===== config.mk =====
export PLATFORM = sky130hd
export DESIGN_NAME = jacobi_sweep_ctrl
export DESIGN_NICKNAME = d
export VERILOG_FILES = /design/src/rtl/jacobi_sweep_ctrl.sv
export SDC_FILE = /design/constraint.sdc
export NUM_CORES = 1
export LEC_CHECK = 0
export ABC_AREA = 1
export ABC_CLOCK_PERIOD_IN_PS = 19700
export BUFFER_PORTS_ARGS = -buffer_cell sky130_fd_sc_hd__buf_2
export CAP_MARGIN = 20
export CELL_PAD_IN_SITES_DETAIL_PLACEMENT = 0
export CELL_PAD_IN_SITES_GLOBAL_PLACEMENT = 1
export CORE_AREA = 2 2 258 196
export DETAILED_ROUTE_END_ITERATION = 16
export DIE_AREA = 0 0 260 198
export PLACE_DENSITY_LB_ADDON = 0.1
export SETUP_SLACK_MARGIN = 0.5
export SLEW_MARGIN = 20
export SYNTH_ARGS = -nofsm -noshare
export SYNTH_HDL_FRONTEND = slang
export SYNTH_SLANG_ARGS = --single-unit

===== constraint.sdc =====
create_clock -name clk -period 19.7 [get_ports clk]
set_clock_uncertainty 0.15 [all_clocks]
set_input_delay 0.985 -clock clk [delete_from_list [all_inputs] [get_ports clk]]
set_output_delay 0.985 -clock clk [all_outputs]
set_load 0.05 [all_outputs]

===== src/rtl/jacobi_sweep_ctrl.sv =====
// Start/done controller for the combinational Jacobi relaxation datapath.
// Holds the solution vector, commits one sweep per RUN cycle, stops on convergence or cap.
module jacobi_sweep_ctrl #(
    parameter int WIDTH = 8,
    parameter int NU    = 10,
    parameter int ITW   = 16
) (
    input  logic                clk,
    input  logic                rst,
    input  logic                start,
    input  logic                abort,
    input  logic [WIDTH*NU-1:0] init_u,
    input  logic [ITW-1:0]      max_iters,
    input  logic [WIDTH-1:0]    tol,
    input  logic [WIDTH*NU-1:0] u_next,
    output logic [WIDTH*NU-1:0] u_state,
    output logic                busy,
    output logic                done,
    output logic                converged,
    output logic [ITW-1:0]      iter_count
);

    typedef enum logic [1:0] {
        IDLE,
        LOAD,
        RUN,
        DONE
    } state_t;

    state_t              state_q, state_d;
    logic [WIDTH*NU-1:0] u_q, u_d;
    logic [ITW-1:0]      iter_q, iter_d;
    logic                conv_q, conv_d;
    logic [ITW-1:0]      max_q, max_d;
    logic [WIDTH-1:0]    tol_q, tol_d;

    logic [WIDTH-1:0]    diff [NU];
    logic [WIDTH-1:0]    delta;
    logic [ITW-1:0]      iterInc;

    // Largest per-element change; the difference is taken in the larger-minus-smaller
    // direction so that 255->0 reads as 255 instead of wrapping to 1.
    always_comb begin
        delta = '0;
        for (int i = 0; i < NU; i++) begin
            if (u_next[i*WIDTH +: WIDTH] >= u_q[i*WIDTH +: WIDTH]) begin
                diff[i] = u_next[i*WIDTH +: WIDTH] - u_q[i*WIDTH +: WIDTH];
            end else begin
                diff[i] = u_q[i*WIDTH +: WIDTH] - u_next[i*WIDTH +: WIDTH];
            end
            if (diff[i] > delta) begin
                delta = diff[i];
            end
        end
    end

    assign iterInc = iter_q + ITW'(1);

    always_comb begin
        state_d = state_q;
        u_d     = u_q;
        iter_d  = iter_q;
        conv_d  = conv_q;
        max_d   = max_q;
        tol_d   = tol_q;
        case (state_q)
            IDLE: begin
                if (start) begin
                    u_d     = init_u;
                    iter_d  = '0;
                    conv_d  = 1'b0;
                    max_d   = max_iters;
                    tol_d   = tol;
                    state_d = LOAD;
                end
            end
            LOAD: begin
                state_d = (max_q == '0) ? DONE : RUN;
            end
            RUN: begin
                // Abort discards the current sweep entirely.
                if (abort) begin
                    state_d = IDLE;
                end else begin
                    u_d    = u_next;
                    iter_d = iterInc;
                    if (delta <= tol_q) begin
                        conv_d  = 1'b1;
                        state_d = DONE;
                    end else if (iterInc == max_q) begin
                        conv_d  = 1'b0;
                        state_d = DONE;
                    end
                end
            end
            DONE: begin
                state_d = IDLE;
            end
            default: begin
                state_d = IDLE;
            end
        endcase
    end

    always_ff @(posedge clk) begin
        if (rst) begin
            state_q <= IDLE;
            u_q     <= '0;
            iter_q  <= '0;
            conv_q  <= 1'b0;
            max_q   <= '0;
            tol_q   <= '0;
        end else begin
            state_q <= state_d;
            u_q     <= u_d;
            iter_q  <= iter_d;
            conv_q  <= conv_d;
            max_q   <= max_d;
            tol_q   <= tol_d;
        end
    end

    assign u_state    = u_q;
    assign busy       = (state_q == LOAD) || (state_q == RUN);
    assign done       = (state_q == DONE);
    assign converged  = conv_q;
    assign iter_count = iter_q;

endmodule

==> results.cfg, run 1 <==
[run_status]
status = completed

[timing]
min_period_ps = 16980
setup_viol = 0
period_share = 0.862
tightest_slew_ps = 998
tns_ps = 0
rsz0062_at_grt = false
maxSlewHeadroom = 0.334
finalHoldViolations = 0
max_freq_mhz = 58.9
finalMaxSlewViolations = 0

[route]
initialDrtViolationCount = 746
first_pass_iters = 5
wire_per_inst_um = 16.1
ant_nets = 0
drc = 0
vias_per_cell = 4.77
vias = 14900
drt-total-wl_um = 50100

[layout]
nFillCells = 5385
synthToLayoutAreaGrowth_pct = 18.3
nNetsFinal = 2876
drive_gt1_frac = 0.167

[yosys]
yosys.area.top_type = ha_1
async_reset_ff_frac = 0
yosys-top-cells-area = ha_1, dfxtp_1, nand2_1
synth_fp_nets = 2637
synthMuxAreaShare = 0.0105
ys_warn_count = 0
netlist.area_leader.share = 0.194
yosysSeqAreaShare = 0.169
synth_top_family_by_area = simple AND/OR/NAND/NOR gates
synth_adder_area_share = 0.221
synth-seq-cells = 123
post_synth.cell_area_avg_sq_um = 6.62
synth-simple-area-share = 0.230
synth-compound-area-share = 0.203
synth_edf_count = 0
synthXorXnorAreaFrac = 0.0493
ys_types = 56
synth_ff_type = dfxtp_1
synth_cells = 2203
syn-cell-area_sq_um = 14600

[place]
gp_congestion = 0.863
hpwl_um = 40100
port_buffers = 286

[critical_path]
crit_path_start_kind = input pin
critPathMaxFanout = 16
max_stage_delay_ps = 410
path_class = input pin to register
cp-end-kind = register
crit_arrival_ps = 17220
cp_slowest_cell = ha_1
worstPathRequired_ps = 19940
crit_top_cell = nand2_1

[global_routing]
grt_pass1_vias = 14700
grt_pass1_wl_um = 79600
grt_overflow = 0
grtUsageTotal = 0.196
antenna_found_initial = 6
grt_max_degree = 90

[worst_hold_path]
hp-class = register to register

[floorplanning]
row_count = 71
ios = 287
fp.dieArea_sq_um = 51500
die_h_um = 198
initial_core_util = 0.296
coreArea_sq_um = 49300
dieWidth_um = 260

[cts]
clockBufferDepth = 2
postCtsHoldBufs = 0
cts_tree = built
clock-sinks = 123
cts_buffers = 17
clk_latency_ps = 470
ctsHtreeMaxLevel = 4
cts_setup_buffers = 0
cts.reportedPaths.clkPinSlew_ps = 70
cts-root-buf = clkbuf_16

[job]
maxCapViolations = 0
worst paths after layout:
| path | from | end | slack [ps] | depth (start not counted) |
|---|---|---|---|---|
| min | tol_q[3] | tol_q[3] | 310 | 2 |
| min reg2reg | tol_q[3] | tol_q[3] | 310 | 2 |
| max | u_next[10] | state_q[0] | 2720 | 103 |
| max reg2reg | u_state[10] | state_q[0] | 3030 | 101 |
synthesized netlist by cell type (7+ instances only):
cell	number
nand2_1	476
inv_1	371
o21ai_0	242
ha_1	226
a21oi_1	157
dfxtp_1	123
nand3_1	86
nor2_1	86
clkbuf_1	62
xor2_1	51
a31oi_1	48
xnor2_1	31
nand2_2	29
nand4_1	22
a211oi_1	20
fa_1	20
mux2i_1	13
nand3_2	13
a221oi_1	12
or2_2	11
buf_2	9
nand3b_1	8
a21o_1	7
and2_1	7
flip-flops by register name, indices dropped and copies added, names as in the netlist:
register	count
u_state	80
iter_count	16
max_q	16
state_q	2
tol_q	8
converged	1
placed cells by master, fill, tap and decap left out, drive strengths merged, types with 18 or more instances in the layout:
cell	Yosys	routed
nor2	92	92
dfxtp	123	123
a31oi	48	48
o21ai	246	246
buf	11	293
fa	20	20
a211oi	20	20
nand4	23	23
nand2	508	508
nand3	100	100
a21oi	161	161
inv	375	380
clkbuf	62	18
xnor2	31	31
xor2	51	51
ha	226	226
per-layer routing:
layer | share of wire | GRT usage | routed length (um)
met5 | 0.00064 | 0 | 32
met4 | 0.010 | 0.0398 | 524
met2 | 0.42 | 0.296 | 21000
met3 | 0.042 | 0.0366 | 2100
met1 | 0.53 | 0.287 | 26400
worst max-delay path: cells and delay by family:
| kind | cells | cell delay (ps) |
|---|---|---|
| xor gates and xnor gates | 1 | 240 |
| AOI/OAI and AO/OA | 27 | 5060 |
| adders and majority gates | 11 | 3310 |
| buffers and inverters | 15 | 1690 |
| and+or+nand+nor | 49 | 5890 |
metrics by stage:
step	std cells	instance area [sq um]	setup slack, ps	utilization	hold slack [ps]
after global placement	3080	16600	2040	0.337	308
after CTS	3112	17200	1990	0.349	323
after detailed placement	3080	16600	1520	0.337	312
final	3114	17300	2720	0.350	314
after global routing	3113	17200	629	0.350	340
after floorplan	2203	14600	3840	-	285
timing repair:
action,CTS,global route
endpoints found under the setup margin,0,3
gates resized for setup,0,5
endpoints found under the hold margin,0,0
area by class of cell:
cell class / count / area, sq um / area share
timing repair buffer: 293 / 1480 / 0.0860
multi-input combinational: 1630 / 10400 / 0.606
tap: 657 / 822 / 0.0477
antenna: 2 / 5.00 / 0.000290
sequential: 123 / 2460 / 0.143
clock buffer: 18 / 429 / 0.0249
inverter: 377 / 1420 / 0.0823
clock inverter: 14 / 181 / 0.0105
cell families (layout without fill, tap and decap cells):
logic type,Yosys count,in the layout
adder cells (fa/ha/maj),246,246
flip-flops,123,123
XOR/XNOR,82,82
AO/OA/AOI/OAI,529,529
buffers and inverters,450,702
multiplexers,15,15
AND/OR/NAND/NOR,758,758
other,0,2
Power of run 1 is left out: the tool's default activity adds up to more than one toggle a clock period on the data nets, which glitch-free logic cannot reach.
==> inputs of run 2 (changes only) <==
--- a/config.mk
+++ b/config.mk
@@ -15,6 +15,7 @@
 export DETAILED_ROUTE_END_ITERATION = 16
 export DIE_AREA = 0 0 260 198
 export PLACE_DENSITY_LB_ADDON = 0.1
+export RECOVER_POWER = 50
 export SETUP_SLACK_MARGIN = 0.5
 export SLEW_MARGIN = 20
 export SYNTH_ARGS = -nofsm -noshare
==> run 2 against run 1 <==
Against the previous run: the flow now finishes with violations (capacitance limit, slew limit); via count barely moved; cell count did not move; core utilization fell by 0.27 points; non-clock buffer count did not move; final area fell by 0.77%; setup slack got worse by 82 ps; hold slack barely moved; sequential share of layout area rose by 0.11 points; highest routed layer unchanged.
==> results.cfg, run 2 (synthesized netlist as in run 1, its figures left out) <==
[route]
vias_per_cell = 4.78
wire_per_inst_um = 16.1
initialDrtViolationCount = 710
routed.top_layer = met5
wl_met1_um = 26400
drt-total-wl_um = 50100
first_pass_iters = 5
wl_met3_um = 2150
vias = 14900
wl_met2_um = 21100
drc = 0
ant_nets = 0

[critical_path]
crit_arrival_ps = 17300
crit_path_start_kind = input pin
crit_top_cell = nand2_1
cp-end-kind = register
path_class = input pin to register
worstPathRequired_ps = 19930
cp_slowest_cell = ha_1
rr_worst_depth = 101
reg2reg_slack_ps = 2950
critPathMaxFanout = 16
max_stage_delay_ps = 410
r2r-start = u_state[10]
reg2reg_to = state_q[0]

[run_status]
violations = capacitance limit, slew limit
status = finished, violations left

[global_routing]
grt_pass1_vias = 14700
grt_pass1_wl_um = 79600
grt_overflow = 0
grtUsageTotal = 0.196
grt_max_degree = 90
antenna_found_initial = 6

[place]
hpwl_um = 40100
port_buffers = 286
gp_congestion = 0.863

[timing]
rsz0062_at_grt = false
min_period_ps = 17070
max_freq_mhz = 58.6
setup_viol = 0
finalMaxSlewViolations = 196
tightest_slew_ps = 4000
period_share = 0.866
whs_ps = 314
finalHoldViolations = 0
tns_ps = 0
maxSlewHeadroom = -1.67

[cts]
cts_tree = built
clk_latency_ps = 470
cts_setup_buffers = 0
cts.reportedPaths.clkPinSlew_ps = 70
ctsHtreeMaxLevel = 4
cts_buffers = 17
clock-sinks = 123
cts-root-buf = clkbuf_16
clockBufferDepth = 2

[layout]
final_cell_mix = nand2_1, inv_1, o21ai_0
synthToLayoutAreaGrowth_pct = 17.4
nNetsFinal = 2876
final_common_cell = nand2_1
largest_register_ffs = 80
drive_gt1_frac = 0.126

[floorplanning]
die_h_um = 198
dieWidth_um = 260
fp.dieArea_sq_um = 51500
initial_core_util = 0.296
row_count = 71
coreArea_sq_um = 49300
ios = 287

[worst_hold_path]
whs_endpoint = tol_q[3]
whs_path_depth = 2
holdCritStartpoint = tol_q[3]
hp-class = register to register

[job]
maxCapViolations = 3
-- run 2: cell count changes in the layout (fill, tap and decap cells not counted), sizes merged --
cell / delta
clkbuf: +102
clkinvlp: +1
buf: -102
clkinv: -1
-- run 2: worst max path at each step --
stage	startpoint	endpoint	slack [ps]	cells after the start
6_report	u_next[10]	state_q[0]	2630	103
5_1_grt	u_next[12]	state_q[0]	520	102
4_1_cts	u_next[10]	state_q[0]	1990	100
3_5_place_dp	u_next[10]	state_q[0]	1520	100
3_3_place_gp	u_next[10]	state_q[0]	2040	100
2_1_floorplan	u_next[10]	state_q[0]	3840	99
-- run 2: final cells by class --
class	count	area (sq um)
timing repair buffer	293	1350
inverter	377	1420
clock inverter	14	181
fill	5438	32200
antenna	2	5.00
multi-input combinational	1630	10400
clock buffer	18	429
tap	657	822
sequential	123	2460
-- run 2: worst max-delay path, delay by kind of cell --
| family | cells | cell delay [ps] |
|---|---|---|
| adders and majority gates | 11 | 3310 |
| xor gates and xnor gates | 1 | 240 |
| AOI/OAI and AO/OA | 27 | 5140 |
| and+or+nand+nor | 49 | 5890 |
| buffers and inverters | 15 | 1700 |
-- run 2: per-stage QoR --
| stage | utilization | cells | instance area (sq um) | setup WS (ps) |
|---|---|---|---|---|
| after floorplan | - | 2203 | 14600 | 3840 |
| after global placement | 0.337 | 3080 | 16600 | 2040 |
| after detailed placement | 0.337 | 3080 | 16600 | 1520 |
| after CTS | 0.349 | 3112 | 17200 | 1990 |
| after global routing | 0.347 | 3113 | 17100 | 523 |
| final | 0.347 | 3114 | 17100 | 2630 |
-- run 2: metal layers --
metal / global-route usage / vias to the layer above
li1: - / 7678
met1: 0.287 / 6897
met2: 0.296 / 261
met3: 0.0366 / 30
met4: 0.0398 / 6
met5: 0 / -
-- run 2: what timing repair did --
item / CTS / global route
setup endpoints to repair: 0 / 3
hold buffers: 0 / 0
resized for setup: 0 / 5
endpoints found under the hold margin: 0 / 0
Power of run 2 is left out for the same reason.
==> inputs of run 3 (changes only) <==
--- a/config.mk
+++ b/config.mk
@@ -16,7 +16,7 @@
 export DIE_AREA = 0 0 260 198
 export PLACE_DENSITY_LB_ADDON = 0.1
 export RECOVER_POWER = 50
-export SETUP_SLACK_MARGIN = 0.5
+export REMOVE_ABC_BUFFERS = 1
 export SLEW_MARGIN = 20
 export SYNTH_ARGS = -nofsm -noshare
 export SYNTH_HDL_FRONTEND = slang
==> run 3 against run 2 <==
Against the previous run: the run still ends with capacitance limit, slew limit left; fmax down 3.7%; die area unchanged; critical endpoint unchanged; count of clock-buffer cells in the layout is 1 lower; routed wire length down 4.7%; cell count hardly changed; hold slack better by 7.9 ps; via count is 0.53% lower; register-to-register slack got worse by 660 ps; core utilization about the same; sequential cell count is the same; non-clock buffer count fell by 1; highest routed layer unchanged.
==> results.cfg, run 3 (synthesized netlist as in run 1, its figures left out) <==
[run_status]
violations = capacitance limit, slew limit
status = finished, violations left

[critical_path]
rr_worst_depth = 98
reg2reg_slack_ps = 2290
r2r-start = u_state[10]
cp_slowest_cell = a211oi_1
max_stage_delay_ps = 500
reg2reg_to = state_q[0]
cp-startpoint = u_next[10]
crit_path_start_kind = input pin
crit_arrival_ps = 17950
worstPathRequired_ps = 19930
path_class = input pin to register
crit_top_cell = nand2_1
critPathMaxFanout = 16
worstSetupEndpoint = state_q[0]
cp-end-kind = register

[job]
maxCapViolations = 1

[cts]
cts-root-buf = clkbuf_16
clk_latency_ps = 470
ctsHtreeMaxLevel = 4
clockBufferDepth = 2
cts.reportedPaths.clkPinSlew_ps = 70
postCtsHoldBufs = 0
cts_tree = built
cts_buffers = 17
clock-sinks = 123

[timing]
period_share = 0.899
tightest_slew_ps = 1980
setup_viol = 0
max_freq_mhz = 56.4
maxSlewHeadroom = -0.328
min_period_ps = 17720
rsz0062_at_grt = false
tns_ps = 0
finalHoldViolations = 0
whs_ps = 322
finalMaxSlewViolations = 58

[global_routing]
antenna_found_initial = 3
grt_pass1_wl_um = 75300
grtUsageTotal = 0.184
grt_pass1_vias = 14200
grt_max_degree = 94
grt_overflow = 0

[route]
wire_per_inst_um = 15.3
vias_per_cell = 4.76
wl_met2_um = 20200
wl_met3_um = 1880
first_pass_iters = 5
initialDrtViolationCount = 698
ant_nets = 0
drt-total-wl_um = 47700
routed.top_layer = met5
wl_met1_um = 25100
drc = 0
vias = 14800

[layout]
drive_gt1_frac = 0.128
nNetsFinal = 2875
insertedDiodeCount = 0
postLayoutCellArea_sq_um = 17100
final_cell_mix = nand2_1, inv_1, o21ai_0
post-route-util = 0.347
final_common_cell = nand2_1
largest_register_ffs = 80
synthToLayoutAreaGrowth_pct = 17.3

[place]
gp_congestion = 0.848
hpwl_um = 38100
port_buffers = 286
place_area_sq_um = 16600

[floorplanning]
coreArea_sq_um = 49300
dieWidth_um = 260
ios = 287
fp.dieArea_sq_um = 51500
initial_core_util = 0.296
die_h_um = 198
row_count = 71

[worst_hold_path]
hp-class = register to register
## run 3: worst min path at each step
stage / slack (ps) / cells past startpoint / startpoint / to
detailed placement: 320 / 2 / tol_q[2] / tol_q[2]
floorplan: 290 / 2 / tol_q[1] / tol_q[1]
global placement: 310 / 2 / tol_q[2] / tol_q[2]
global route: 370 / 2 / tol_q[3] / tol_q[3]
finish: 320 / 2 / tol_q[2] / tol_q[2]
CTS: 330 / 2 / tol_q[2] / tol_q[2]
## run 3: critical path: cells and delay by family
family                   cells  cell delay, ps
AO/OA/AOI/OAI               34            6880
XOR/XNOR                     1             200
AND/OR/NAND/NOR             40            4840
buffers and inverters       14            1780
adder cells (fa/ha/maj)     11            3230
## run 3: layer usage
metal	vias up	global-route usage
met1	6784	0.268
met3	32	0.0329
met2	259	0.283
met5	-	0
met4	6	0.0372
li1	7712	-
## run 3: layout make-up
class	count	area [sq um]
clock buffers	17	425
clock inverters	15	170
fillers	5495	32200
inverters	377	1420
multi-input cells	1630	10400
flip-flops and latches	123	2460
well taps	657	822
repair buffers	292	1360
## run 3: what timing repair did
action,in CTS,in global routing
gates resized for setup,0,2
buffers inserted,0,0
endpoints found under the setup margin,0,3
## run 3: through the flow
step / instances / worst slack (ps)
after floorplan: 2130 / 4210
after global placement: 3079 / 2040
after detailed placement: 3079 / 1310
after CTS: 3111 / 1790
after global routing: 3111 / 70.2
final: 3111 / 1980
Power of run 3 is left out for the same reason.
